## src/rtl/lcd_pkg.sv

```systemverilog
// lcd_pkg: shared LCD types, field positions, command and colour constants.
// Imported by lcd_spi_writer and the picture/command generators.
package lcd_pkg;

    typedef enum logic [1:0] {
        ST_IDLE,
        ST_SHIFT,
        ST_GAP
    } wr_state_t;

    localparam int DC_BIT   = 8;
    localparam int BYTE_MSB = 7;

    localparam logic [7:0] CMD_CASET = 8'h2A;
    localparam logic [7:0] CMD_RASET = 8'h2B;
    localparam logic [7:0] CMD_RAMWR = 8'h2C;

    localparam logic [15:0] RGB565_BLACK = 16'h0000;
    localparam logic [15:0] RGB565_WHITE = 16'hFFFF;
    localparam logic [15:0] RGB565_RED   = 16'hF800;
    localparam logic [15:0] RGB565_GREEN = 16'h07E0;
    localparam logic [15:0] RGB565_BLUE  = 16'h001F;

    function automatic logic [7:0] byte_of(input logic [8:0] w);
        return w[BYTE_MSB:0];
    endfunction

endpackage

```

## src/rtl/lcd_spi_writer_if.sv

```systemverilog
// lcd_spi_writer_if: word handshake between LCD generators and the SPI writer.
// master = generator side, slave = lcd_spi_writer side.
interface lcd_spi_writer_if;
    logic       en_write;
    logic [8:0] data;
    logic       wr_done;
    logic       busy;

    modport master (
        output en_write, data,
        input  wr_done, busy
    );

    modport slave (
        input  en_write, data,
        output wr_done, busy
    );
endinterface

```

## src/rtl/lcd_sclk_gen.sv

```systemverilog
// lcd_sclk_gen: SPI mode-0 clock for one 8-bit word (16 toggles).
// Emits falling-edge shift strobes and a registered end-of-word pulse.
module lcd_sclk_gen #(
    parameter int CLK_DIV = 2
) (
    input  logic sys_clk,
    input  logic sys_rst_n,
    input  logic run,
    output logic sclk,
    output logic fall,
    output logic last_fall
);
    localparam int HW = $clog2(CLK_DIV) + 1;
    localparam logic [HW-1:0] HMAX = HW'(CLK_DIV - 1);
    localparam logic [4:0] NTOG = 5'd16;

    logic [HW-1:0] hcnt;
    logic [4:0]    tcnt;
    logic          tick;

    assign tick = run && (tcnt != NTOG) && (hcnt == HMAX);
    // the 8th falling edge closes the word rather than shifting
    assign fall = tick && sclk && (tcnt != NTOG - 5'd1);

    always_ff @(posedge sys_clk or negedge sys_rst_n) begin
        if (!sys_rst_n) begin
            hcnt      <= '0;
            tcnt      <= '0;
            sclk      <= 1'b0;
            last_fall <= 1'b0;
        end else if (!run) begin
            hcnt      <= '0;
            tcnt      <= '0;
            sclk      <= 1'b0;
            last_fall <= 1'b0;
        end else begin
            last_fall <= 1'b0;
            if (tcnt != NTOG) begin
                if (hcnt == HMAX) begin
                    hcnt      <= '0;
                    sclk      <= ~sclk;
                    tcnt      <= tcnt + 5'd1;
                    last_fall <= (tcnt == NTOG - 5'd1);
                end else begin
                    hcnt <= hcnt + HW'(1);
                end
            end
        end
    end
endmodule

```

## src/rtl/lcd_spi_writer.sv

```systemverilog
// lcd_spi_writer: shifts 9-bit {dc, byte} words out on 4-wire SPI, mode 0.
// Optional word counter output wr_cnt when LCD_SPI_WR_STAT_EN is defined.
module lcd_spi_writer
    import lcd_pkg::*;
#(
    parameter int CLK_DIV    = 2,
    parameter int GAP_CYCLES = 2
) (
    input  logic sys_clk,
    input  logic sys_rst_n,
    lcd_spi_writer_if.slave wr,
    output logic lcd_sclk,
    output logic lcd_mosi,
    output logic lcd_dc,
`ifdef LCD_SPI_WR_STAT_EN
    output logic [19:0] wr_cnt,
`endif
    output logic lcd_cs_n
);
    localparam int GW = $clog2(GAP_CYCLES) + 1;
    localparam logic [GW-1:0] GMAX = GW'(GAP_CYCLES - 1);

    wr_state_t     state, state_nxt;
    logic [7:0]    sreg;
    logic [GW-1:0] gcnt;
    logic          fall;
    logic          last_fall;

    // MOSI is the MSB of the shift register, so it only moves on a shift
    assign lcd_mosi = sreg[7];

    lcd_sclk_gen #(.CLK_DIV(CLK_DIV)) u_sclk (
        .sys_clk   (sys_clk),
        .sys_rst_n (sys_rst_n),
        .run       (state == ST_SHIFT),
        .sclk      (lcd_sclk),
        .fall      (fall),
        .last_fall (last_fall)
    );

    always_ff @(posedge sys_clk or negedge sys_rst_n) begin
        if (!sys_rst_n) state <= ST_IDLE;
        else            state <= state_nxt;
    end

    always_comb begin
        state_nxt = state;
        unique case (state)
            ST_IDLE:  if (wr.en_write) state_nxt = ST_SHIFT;
            ST_SHIFT: if (last_fall)   state_nxt = ST_GAP;
            ST_GAP:   if (gcnt == GMAX) state_nxt = ST_IDLE;
            default:  state_nxt = ST_IDLE;
        endcase
    end

    always_ff @(posedge sys_clk or negedge sys_rst_n) begin
        if (!sys_rst_n) begin
            sreg       <= '0;
            gcnt       <= '0;
            lcd_dc     <= 1'b0;
            lcd_cs_n   <= 1'b1;
            wr.wr_done <= 1'b0;
            wr.busy    <= 1'b0;
        end else begin
            wr.wr_done <= 1'b0;
            unique case (state)
                ST_IDLE: begin
                    if (wr.en_write) begin
                        sreg     <= byte_of(wr.data);
                        lcd_dc   <= wr.data[DC_BIT];
                        lcd_cs_n <= 1'b0;
                        wr.busy  <= 1'b1;
                    end else begin
                        lcd_cs_n <= 1'b1;
                    end
                end
                ST_SHIFT: begin
                    if (fall) sreg <= {sreg[6:0], 1'b0};
                    if (last_fall) begin
                        wr.wr_done <= 1'b1;
                        gcnt       <= '0;
                    end
                end
                ST_GAP: begin
                    if (gcnt == GMAX) wr.busy <= 1'b0;
                    else              gcnt    <= gcnt + GW'(1);
                end
                default: ;
            endcase
        end
    end

`ifdef LCD_SPI_WR_STAT_EN
    always_ff @(posedge sys_clk or negedge sys_rst_n) begin
        if (!sys_rst_n)
            wr_cnt <= '0;
        else if (wr.wr_done && wr_cnt != 20'hFFFFF)
            wr_cnt <= wr_cnt + 20'd1;
    end
`endif
endmodule
```

## src/flat_wrapper.sv

```systemverilog
// flat-port wrapper written by rule: the top's interface ports become plain ports
module lcd_spi_writer_flat import lcd_pkg::*;
#(
    parameter int CLK_DIV    = 2,
    parameter int GAP_CYCLES = 2
)
  (sys_clk, sys_rst_n, lcd_sclk, lcd_mosi, lcd_dc, lcd_cs_n, wr_en_write, wr_data, wr_wr_done, wr_busy);
  lcd_spi_writer_if wr_i ();
  input  logic sys_clk;
  input  logic sys_rst_n;
  output logic lcd_sclk;
  output logic lcd_mosi;
  output logic lcd_dc;
  output logic lcd_cs_n;
  input wire logic [$bits(wr_i.en_write)-1:0] wr_en_write;
  input wire logic [$bits(wr_i.data)-1:0] wr_data;
  output wire logic [$bits(wr_i.wr_done)-1:0] wr_wr_done;
  output wire logic [$bits(wr_i.busy)-1:0] wr_busy;
  assign wr_i.en_write = wr_en_write;
  assign wr_i.data = wr_data;
  assign wr_wr_done = wr_i.wr_done;
  assign wr_busy = wr_i.busy;
  lcd_spi_writer #(.CLK_DIV(CLK_DIV), .GAP_CYCLES(GAP_CYCLES)) u_core (.sys_clk(sys_clk), .sys_rst_n(sys_rst_n), .wr(wr_i), .lcd_sclk(lcd_sclk), .lcd_mosi(lcd_mosi), .lcd_dc(lcd_dc), .lcd_cs_n(lcd_cs_n));
endmodule
```

## config.mk

```make
export PLATFORM = sky130hd
export DESIGN_NAME = lcd_spi_writer_flat
export DESIGN_NICKNAME = d
export VERILOG_FILES = /design/src/rtl/lcd_pkg.sv /design/src/rtl/lcd_spi_writer_if.sv /design/src/rtl/lcd_sclk_gen.sv /design/src/rtl/lcd_spi_writer.sv /design/src/flat_wrapper.sv
export SDC_FILE = /design/constraint.sdc
export NUM_CORES = 1
export LEC_CHECK = 0
export ABC_AREA = 1
export CORE_MARGIN = 2
export CORE_UTILIZATION = 53
export CTS_CLUSTER_DIAMETER = 200
export CTS_CLUSTER_SIZE = 28
export DETAILED_ROUTE_END_ITERATION = 8
export PLACE_DENSITY = 0.78
export SYNTH_ARGS = -nofsm -noshare
export SYNTH_HDL_FRONTEND = slang
export SYNTH_SLANG_ARGS = --single-unit
```

## constraint.sdc

```tcl
create_clock -name sys_clk -period 1.6 [get_ports sys_clk]
set_input_delay 0.16 -clock sys_clk [delete_from_list [all_inputs] [get_ports sys_clk]]
set_output_delay 0.16 -clock sys_clk [all_outputs]
set_load 0.02 [all_outputs]
```

==> results of run 1 <==
==> final timing paths <==
kind | start | to | slack (ps) | cells after the start
min in group sys_clk | wr_data[8] | u_core.lcd_dc | 410 | 3
max in group asynchronous | sys_rst_n | u_core.lcd_cs_n | 1110 | 2
worst min register to register | u_core.u_sclk.last_fall | u_core.state[0] | 480 | 1
worst max-delay path | u_core.u_sclk.tcnt[1] | u_core.sreg[2] | 90 | 10
worst max register to register | u_core.u_sclk.tcnt[1] | u_core.sreg[2] | 90 | 10
worst min-delay path | sys_rst_n | u_core.u_sclk.sclk | 180 | 2
==> what timing repair did <==
action,in CTS,in global routing
gates resized for setup,1,4
pin swaps,0,2
setup endpoints to repair,1,8
hold buffers,0,0
setup buffers,0,0
gates cloned,0,1
==> power by group through the flow <==
stage                     clock network, mW  logic [mW]  registers, mW
final                                 0.277       0.796          0.931
after CTS                             0.288       0.766          0.926
after global placement                    0       0.755          0.930
after detailed placement                  0       0.770          0.936
after floorplan                           0       0.449          0.987
after global routing                  0.306       0.903          0.952
==> metal layers <==
metal	up-vias	wire [um]	global-route usage
li1	537	-	-
met1	463	1140	0.265
met2	20	1150	0.310
met3	4	67	0.0257
met4	0	30	0.0641
met5	-	0	0
==> per-stage QoR <==
stage | cell area (sq um) | hold slack, ps | worst slack (ps) | TNS (ps) | util
6_report | 1520 | 180 | 88.6 | 0 | 0.679
5_1_grt | 1520 | 199 | -9.41 | -9.41 | 0.679
4_1_cts | 1490 | 195 | 6.47 | 0 | 0.669
3_5_place_dp | 1470 | 458 | 26.9 | 0 | 0.658
3_3_place_gp | 1470 | 454 | 71.6 | 0 | 0.658
2_1_floorplan | 1250 | -136 | 103 | 0 | -
==> logic make-up after synthesis <==
logic type,synth area share
buf+inv,0.0719
compound gates,0.0460
fa+ha+maj,0.0400
flops,0.501
simple gates,0.342
==> cell type report <==
cell class	count	area (sq um)	share of cell area
flip-flops and latches	25	627	0.413
multi-input cells	110	558	0.368
repair buffers	22	206	0.136
inverters	17	63.8	0.0421
clock buffers	4	26.3	0.0173
well taps	28	35.0	0.0231
==> synth_stat cells <==
cell type	instances
nand2_1	60
dfrtp_1	24
inv_1	17
nand3_1	14
nor2_1	10
o21ai_0	5
ha_1	4
nand2_2	3
buf_4	2
nand4_1	2
o21ai_1	2
buf_6	1
dfstp_2	1
nand2_4	1
nand3_2	1
nand3_4	1
nand3b_1	1
nor2_4	1
o21a_1	1
o21ai_2	1
o22ai_1	1
or2_2	1
==> critical path, cell delays in order, from the launching register on <==
cell,delay [ps]
dfrtp_1,410
buf_4,140
inv_1,70
ha_1,140
nand2_1,60
inv_1,90
nand2_2,130
nand3_4,150
nand2_4,80
nand2_1,90
nand2_1,50
==> state kept, by name, summed over array words and instances (netlist names) <==
register / flops
u_core.u_sclk.sclk: 1
u_core.sreg: 8
u_core.u_sclk.last_fall: 1
u_core.lcd_cs_n: 1
u_core.wr.busy: 1
u_core.u_sclk.tcnt: 5
u_core.lcd_dc: 1
u_core.u_sclk.hcnt: 2
u_core.gcnt: 2
u_core.wr.wr_done: 1
u_core.state: 2
==> metrics.txt, run 1 <==
CP Launch Type flop; Slew @ Worst Pin 319 ps; CTS max path bufs 2; final hold violation count 0; Final period util 0.945; Total GRT Usage 0.192; peak supply drop 0.000969 V; total gr overflow 0; pin count of the biggest net entering global routing 26; share of layout cells above drive strength 1 0.124; clock-pin slew on the worst setup and hold paths 130 ps; routed via count 1,024; Placer Congestion 0.847; Worst Setup End Kind flop; Flop pwr share 0.465; Power, Total 2.00 mW; Site Rows 17; PD cells 1320 nW/um^2; area leader, netlist dfrtp_1; post-layout net count 195; status complete, no violations; Avg Inst Size Synth 8.13 sq um; register area share after synthesis 0.500; hpwl dp 1.67 mm; synth top area cells dfrtp_1, nand2_1, nand3_1; Comb pwr share 0.397; #FFs+latches synth 25; synthesized cell area 1250 sq um; die width 52.6 um; Core Footprint 2230 sq um; vias per cell 4.97; die area 2770 sq um; Worst-Skew Late Latency 320 ps; post-synth net total 170; # clock sinks 25; Fmax 662 MHz; clock power share 0.138; CP Class flop to flop; clock skew 9.42 ps; max-slew violation total from the final report 0; PortBufs 17; critical path fanouts, max 7; final setup violation count 0; Worst Path Required 1820 ps; max_cap viols 0; Die Span Y 52.6 um; Residual DRC 0; switch share 0.372; P_sw 0.745 mW; Syn. warnings 0; DRT Pass-1 Iters 4; Final ANT Viol Nets 0; routed wire length 2.39 mm; Tmin final 1510 ps; fin cells 206; Internal Power 1.26 mW; CTS tree done; Pleak 0.784 nW; Ant. Diodes 0; most common cell after layout, fill and taps aside nand2_1; initial detailed-routing violation count 30; synthesized instance count 154; worst hold path class input port to asynchronous set/reset pin; root buf cell clkbuf_4; Fill cells 196; vias in the first global route 947; Layout area overhead 21.1%; H-tree depth 1; dpl cells 201; I/O pins 18; Initial Utilization 0.561; Distinct cells, synth 22; post-synth top area share 0.480; global-route wire length before repair 3.91 mm; Worst EP arrival 1730 ps; most frequent cells in the layout nand2_1, dfrtp_1, inv_1; CTS Buf Count 3; antenna violations before repair 0; headroom to the max-slew limit 0.787; average wire per standard cell 11.6 um
No activity file was read; power rests on OpenSTA's default activity.
==> run 2: changes to the inputs <==
--- a/config.mk
+++ b/config.mk
@@ -6,11 +6,12 @@
 export NUM_CORES = 1
 export LEC_CHECK = 0
 export ABC_AREA = 1
-export CORE_MARGIN = 2
+export CORE_MARGIN = 10
 export CORE_UTILIZATION = 53
 export CTS_CLUSTER_DIAMETER = 200
 export CTS_CLUSTER_SIZE = 28
 export DETAILED_ROUTE_END_ITERATION = 8
+export GPL_TIMING_DRIVEN = 0
 export PLACE_DENSITY = 0.78
 export SYNTH_ARGS = -nofsm -noshare
 export SYNTH_HDL_FRONTEND = slang
==> run 2 against run 1 <==
Net effect: cell area about the same; critical path depth shrank 1; critical path type unchanged; highest routed layer unchanged; flip-flop and latch count stayed put; largest cell class unchanged; count of clock-buffer cells in the layout is the same.
==> metrics.txt, run 2 (synthesized netlist as in run 1, its figures left out) <==
Die Span Y 68.6 um (was 52.6 um); crit path buf inv count 0 (was 3); CTS Buf Count 3 (unchanged); CP top delay family simple AND/OR/NAND/NOR gates (unchanged); CTS max path bufs 2 (unchanged); Initial Utilization 0.561 (unchanged); CTS tree done (unchanged); max_cap viols 0 (unchanged); pin count of the biggest net entering global routing 26 (unchanged); antenna violations before repair 0 (unchanged); clock power share 0.140 (was 0.138); clock skew 6.92 ps (was 9.42 ps); routed wire length 2.65 mm (was 2.39 mm); PD cells 1340 nW/um^2 (was 1320 nW/um^2); reg-to-reg startpoint u_core.u_sclk.tcnt[0] (was u_core.u_sclk.tcnt[1]); status complete, no violations (unchanged); H-tree depth 1 (unchanged); HP Start wr_data[8]; # clock sinks 25 (unchanged); Comb pwr share 0.402 (was 0.397); peak supply drop 0.000979 V (was 0.000969 V); hpwl dp 1.87 mm (was 1.67 mm); vias in the first global route 1,078 (was 947); Worst path slowest cell dfrtp_1 (unchanged); Worst EP arrival 1810 ps (was 1730 ps); Final period util 0.960 (was 0.945); CP cell instances ha_1 > nand2_1 > nor2_1 > ha_2 > nor2_4 > nand3_4 > nand2_4 > nand2_1 > nand2_1 (was buf_4 > inv_1 > ha_1 > nand2_1 > inv_1 > nand2_2 > nand3_4 > nand2_4 > nand2_1 > nand2_1); Placer Congestion 0.828 (was 0.847); routed via count 1,051 (was 1,024); hold depth 3; Final Core Density 0.680 (was 0.679); critical path fanouts, max 7 (unchanged); CP Class flop to flop (unchanged); met2 usage 0.218 (was 0.310); Ant. Diodes 0 (unchanged); die area 4710 sq um (was 2770 sq um); worst hold path class input port to flop (was input port to asynchronous set/reset pin); most frequent cells in the layout nand2_1, dfrtp_1, inv_1 (unchanged); Layout area overhead 21.2% (was 21.1%); r2r setup slk 60 ps (was 90 ps); switch share 0.377 (was 0.372); final setup TNS 0 ps (unchanged); Site Rows 17 (unchanged); Final ANT Viol Nets 0 (unchanged); CP peak stage delay 410 ps (about the same); root buf cell clkbuf_4 (unchanged); met3 usage 0.0306 (was 0.0257); fin cells 206 (unchanged); end of the worst hold path u_core.lcd_dc; Residual DRC 0 (unchanged); Worst Setup End Kind flop (unchanged); FF-to-FF path depth 9 (was 10); final setup violation count 0 (unchanged); Crit. Startpoint u_core.u_sclk.tcnt[0] (was u_core.u_sclk.tcnt[1]); most common cell after layout, fill and taps aside nand2_1 (unchanged); Core Footprint 2230 sq um (unchanged); Tmin final 1540 ps (was 1510 ps); Largest register FFs 8 (unchanged); headroom to the max-slew limit 0.279 (was 0.787); Total GRT Usage 0.123 (was 0.192); Internal Power 1.26 mW (about the same); Worst Path Required 1880 ps (was 1820 ps); CP Launch Type flop (unchanged); I/O pins 18 (unchanged); total gr overflow 0 (unchanged); Power, Total 2.03 mW (was 2.00 mW); busiest grt layer met2 (unchanged); dpl cells 199 (was 201); share of layout cells above drive strength 1 0.118 (was 0.124); vias per cell 5.10 (was 4.97); average wire per standard cell 12.9 um (was 11.6 um); initial detailed-routing violation count 47 (was 30); Pleak 0.783 nW (was 0.784 nW); P_sw 0.766 mW (was 0.745 mW); final hold violation count 0 (unchanged); max-slew violation total from the final report 0 (unchanged); Fmax 651 MHz (was 662 MHz); clock-pin slew on the worst setup and hold paths 130 ps (about the same); Flop pwr share 0.458 (was 0.465); Worst-Skew Late Latency 320 ps (about the same); CP dominant cell by count nand2_1 (unchanged); DRT Pass-1 Iters 4 (unchanged); GR Util met1 0.131 (was 0.265); Largest Register u_core.sreg (unchanged); worst r2r dst u_core.sreg[2] (unchanged); die width 68.6 um (was 52.6 um); PortBufs 17 (unchanged); post-layout net count 195 (unchanged); global-route wire length before repair 4.46 mm (was 3.91 mm); top flop regs u_core.sreg x8, u_core.u_sclk.tcnt x5 (unchanged); Slew @ Worst Pin 1080 ps (was 319 ps)
==> run 2: tightest hold or removal path, stage by stage <==
cell and delay [ps]:
clkdlybuf4s50_1 400, nand3_1 80, nand2_1 50
==> run 2: metrics by stage <==
stage | hold slack, ps | instance area [sq um] | setup slack (ps)
6_report | 383 | 1520 | 63.6
5_1_grt | 380 | 1520 | -24.0
4_1_cts | 379 | 1500 | 13.5
3_5_place_dp | 451 | 1460 | -95.3
3_3_place_gp | 448 | 1460 | -25.8
2_1_floorplan | -136 | 1250 | 103
==> run 2: power by group through the flow <==
| stage | clock [mW] | sequential [mW] | combinational (mW) |
|---|---|---|---|
| floorplan | 0 | 0.987 | 0.449 |
| global route | 0.322 | 0.951 | 0.936 |
| finish | 0.283 | 0.929 | 0.816 |
| CTS | 0.296 | 0.925 | 0.786 |
| detailed placement | 0 | 0.955 | 0.735 |
| global placement | 0 | 0.943 | 0.708 |
==> run 2: worst max path at each step <==
stage	to	slack [ps]	cells after the start
2_1_floorplan	u_core.sreg[7]	100	9
3_3_place_gp	u_core.sreg[5]	-30	9
3_5_place_dp	u_core.sreg[2]	-100	9
4_1_cts	u_core.sreg[2]	10	9
5_1_grt	u_core.sreg[2]	-20	9
6_report	u_core.sreg[2]	60	9
==> run 2: metal layers <==
layer / part of all wire / up-vias
li1: - / 535
met1: 0.42 / 488
met4: 0.013 / 0
met2: 0.51 / 25
met3: 0.051 / 3
met5: 0 / -
==> run 2: timing repair <==
item                       4_1_cts  5_1_grt
pin swaps                        0        3
setup endpoints to repair        9        8
buffers inserted                 2        0
cloned                           0        1
resized for setup                2        2
hold buffers                     0        0
==> run 2: cell type report <==
type,instances,area [sq um]
inverters,17,63.8
repair buffers,19,184
multi-input cells,110,556
flip-flops and latches,25,627
clock buffers,4,26.3
plain buffers,3,26.3
well taps,28,35.0
fillers,183,716
==> run 3: changes to the inputs <==
--- a/config.mk
+++ b/config.mk
@@ -6,6 +6,7 @@
 export NUM_CORES = 1
 export LEC_CHECK = 0
 export ABC_AREA = 1
+export CAP_MARGIN = 25
 export CORE_MARGIN = 10
 export CORE_UTILIZATION = 53
 export CTS_CLUSTER_DIAMETER = 200
@@ -13,6 +14,7 @@
 export DETAILED_ROUTE_END_ITERATION = 8
 export GPL_TIMING_DRIVEN = 0
 export PLACE_DENSITY = 0.78
+export SETUP_SLACK_MARGIN = 0.2
 export SYNTH_ARGS = -nofsm -noshare
 export SYNTH_HDL_FRONTEND = slang
 export SYNTH_SLANG_ARGS = --single-unit
==> run 3 against run 2 <==
Net effect: count of clock-buffer cells in the layout is 1 lower; clock power is 7% higher; global-route usage is 0.34 points higher; cell count is 2.9% higher; clock skew is 2.3 ps higher; non-clock buffer count is 6 higher; die area stayed put; utilization is 8.0 points higher; critical path type unchanged; critical endpoint unchanged.
==> metrics.txt, run 3 (synthesized netlist as in run 1, its figures left out) <==
status complete, no violations (unchanged); Worst-Skew Late Latency 340 ps (was 320 ps); I/O pins 18 (unchanged); Worst EP arrival 1760 ps (was 1810 ps); crit path buf inv count 0 (unchanged); DRT Pass-1 Iters 4 (unchanged); most frequent cells in the layout nand2_1, dfrtp_1, inv_1, nand3_1, nand2_2 (was nand2_1, dfrtp_1, inv_1); root buf cell clkbuf_4 (unchanged); post-layout net count 201 (was 195); pin count of the biggest net entering global routing 19 (was 26); global-route wire length before repair 4.68 mm (was 4.46 mm); multi-input combinational cell area 663 sq um (was 556 sq um); Pleak 0.870 nW (was 0.783 nW); CP Class flop to flop (unchanged); Residual DRC 0 (unchanged); vias per cell 5.35 (was 5.10); Slew @ Worst Pin 452 ps (was 1080 ps); Fmax 675 MHz (was 651 MHz); share of layout cells above drive strength 1 0.272 (was 0.118); Die Span Y 68.6 um (unchanged); clock-pin slew on the worst setup and hold paths 150 ps (was 130 ps); PD cells 1360 nW/um^2 (was 1340 nW/um^2); Final Core Density 0.759 (was 0.680); Placer Congestion 0.791 (was 0.828); die width 68.6 um (unchanged); CP top delay family simple AND/OR/NAND/NOR gates (unchanged); FF-to-FF path depth 9 (unchanged); Largest register FFs 8 (unchanged); die area 4710 sq um (unchanged); antenna violations before repair 0 (unchanged); PortBufs 17 (unchanged); reg-to-reg startpoint u_core.u_sclk.tcnt[0] (unchanged); Seq. cell area 628 sq um (was 627 sq um); critical path fanouts, max 7 (unchanged); Power, Total 2.30 mW (was 2.03 mW); crit path to u_core.sreg[2] (unchanged); peak supply drop 0.000978 V (was 0.000979 V); Largest Register u_core.sreg (unchanged); most common cell after layout, fill and taps aside nand2_1 (unchanged); CTS Buf Count 3 (unchanged); Crit path depth 9 (unchanged); Ant. Diodes 0 (unchanged); Worst Path Required 1880 ps (about the same); Layout area overhead 35.4% (was 21.2%); max-slew violation total from the final report 0 (unchanged); total gr overflow 0 (unchanged); Tmin final 1480 ps (was 1540 ps); final setup margin 118 ps (was 63.6 ps); CP cell instances ha_4 > nand2_4 > nor2_4 > ha_4 > nor2_4 > nand3_4 > nand2_8 > nand2_2 > nand2_1 (was ha_1 > nand2_1 > nor2_1 > ha_2 > nor2_4 > nand3_4 > nand2_4 > nand2_1 > nand2_1); CP Launch Type flop (unchanged); final setup TNS 0 ps (unchanged); # clock sinks 25 (unchanged); clock skew 9.17 ps (was 6.92 ps); CP peak stage delay 460 ps (was 410 ps); Final period util 0.926 (was 0.960); Final ANT Viol Nets 0 (unchanged); Fill cells 148 (was 183); CTS max path bufs 2 (unchanged); Site Rows 17 (unchanged); CTS tree done (unchanged); Core Footprint 2230 sq um (unchanged); initial detailed-routing violation count 47 (unchanged); routed via count 1,135 (was 1,051); Crit. Startpoint u_core.u_sclk.tcnt[0] (unchanged); hpwl dp 1.91 mm (was 1.87 mm); pre-CTS setup slack 53.3 ps (was -95.3 ps); Min Hold Slack 114 ps (was 383 ps); vias in the first global route 1,081 (was 1,078); top flop regs u_core.sreg x8, u_core.u_sclk.tcnt x5 (unchanged); H-tree depth 1 (unchanged); worst hold path class input port to asynchronous set/reset pin (was input port to flop); Total GRT Usage 0.126 (was 0.123); routed wire length 3.24 mm (was 2.65 mm); worst r2r dst u_core.sreg[2] (unchanged); r2r setup slk 120 ps (was 60 ps); max_cap viols 0 (unchanged); average wire per standard cell 15.3 um (was 12.9 um); RSZ-0062 raised after global routing true; final setup violation count 0 (unchanged); Initial Utilization 0.561 (unchanged); final hold violation count 0 (unchanged); Worst Setup End Kind flop (unchanged); headroom to the max-slew limit 0.698 (was 0.279); Worst path slowest cell dfrtp_2 (was dfrtp_1)
==> run 3: cell count changes in the layout (fill, tap and decap cells not counted), moves of 2 or more <==
| cell | before | now |
|---|---|---|
| buf_4 | 4 | 7 |
| buf_6 | 1 | 3 |
| clkdlybuf4s50_1 | 16 | 11 |
| dlygate4sd2_1 | 1 | 5 |
| ha_1 | 3 | 1 |
| ha_4 | 0 | 3 |
| inv_1 | 17 | 14 |
| inv_2 | 0 | 3 |
| nand2_1 | 60 | 47 |
| nand2_2 | 3 | 13 |
| nand2_4 | 1 | 3 |
| nor2_1 | 9 | 7 |
==> run 3: metal layers <==
metal  up-vias  GRT usage  share of wire
met2        31      0.217           0.52
met1       551      0.149           0.42
met3         9     0.0209          0.035
met4         0     0.0603          0.029
li1        544          -              -
met5         -          0              0
==> run 3: worst register-to-register path: stages, from the launching register on <==
cell and delay, ps:
dfrtp_2 460, ha_4 180, nand2_4 70, nor2_4 40, ha_4 170, nor2_4 130
nand3_4 140, nand2_8 140, nand2_2 50, nand2_1 50
==> run 3: final cells by class <==
class / instances / share of cell area
Multi-Input combinational cell: 110 / 0.391
Sequential cell: 25 / 0.370
Timing Repair Buffer: 25 / 0.148
Inverter: 17 / 0.0376
Tap cell: 28 / 0.0207
Buffer: 3 / 0.0155
Clock buffer: 3 / 0.0133
Clock inverter: 1 / 0.00295
==> run 3: how the worst min path moves through the flow <==
stage	startpoint	cells after the start	end
after floorplan	sys_rst_n	0	u_core.gcnt[0]
after global placement	u_core.u_sclk.last_fall	1	u_core.state[0]
after detailed placement	u_core.u_sclk.last_fall	1	u_core.state[0]
after CTS	sys_rst_n	1	u_core.sreg[5]
after global routing	sys_rst_n	1	u_core.sreg[4]
final	sys_rst_n	1	u_core.sreg[3]
==> run 3: timing repair <==
item,CTS,global route
cloned,1,0
setup buffers,3,4
hold buffers,0,0
gates resized for setup,14,25
pin swaps,5,11
setup endpoints to repair,14,18
endpoints found under the hold margin,0,0
==> run 3: report_power, final <==
group,switching (mW),internal (mW),leakage [nW]
Combinational,0.601,0.430,0.537
Sequential,0.150,0.815,0.316
Clock,0.208,0.0942,0.0177
==> run 3: per-stage QoR <==
step                cells  cell area [sq um]
detailed placement    200               1490
floorplan             154               1260
global route          212               1700
global placement      199               1470
CTS                   208               1580
finish                212               1700
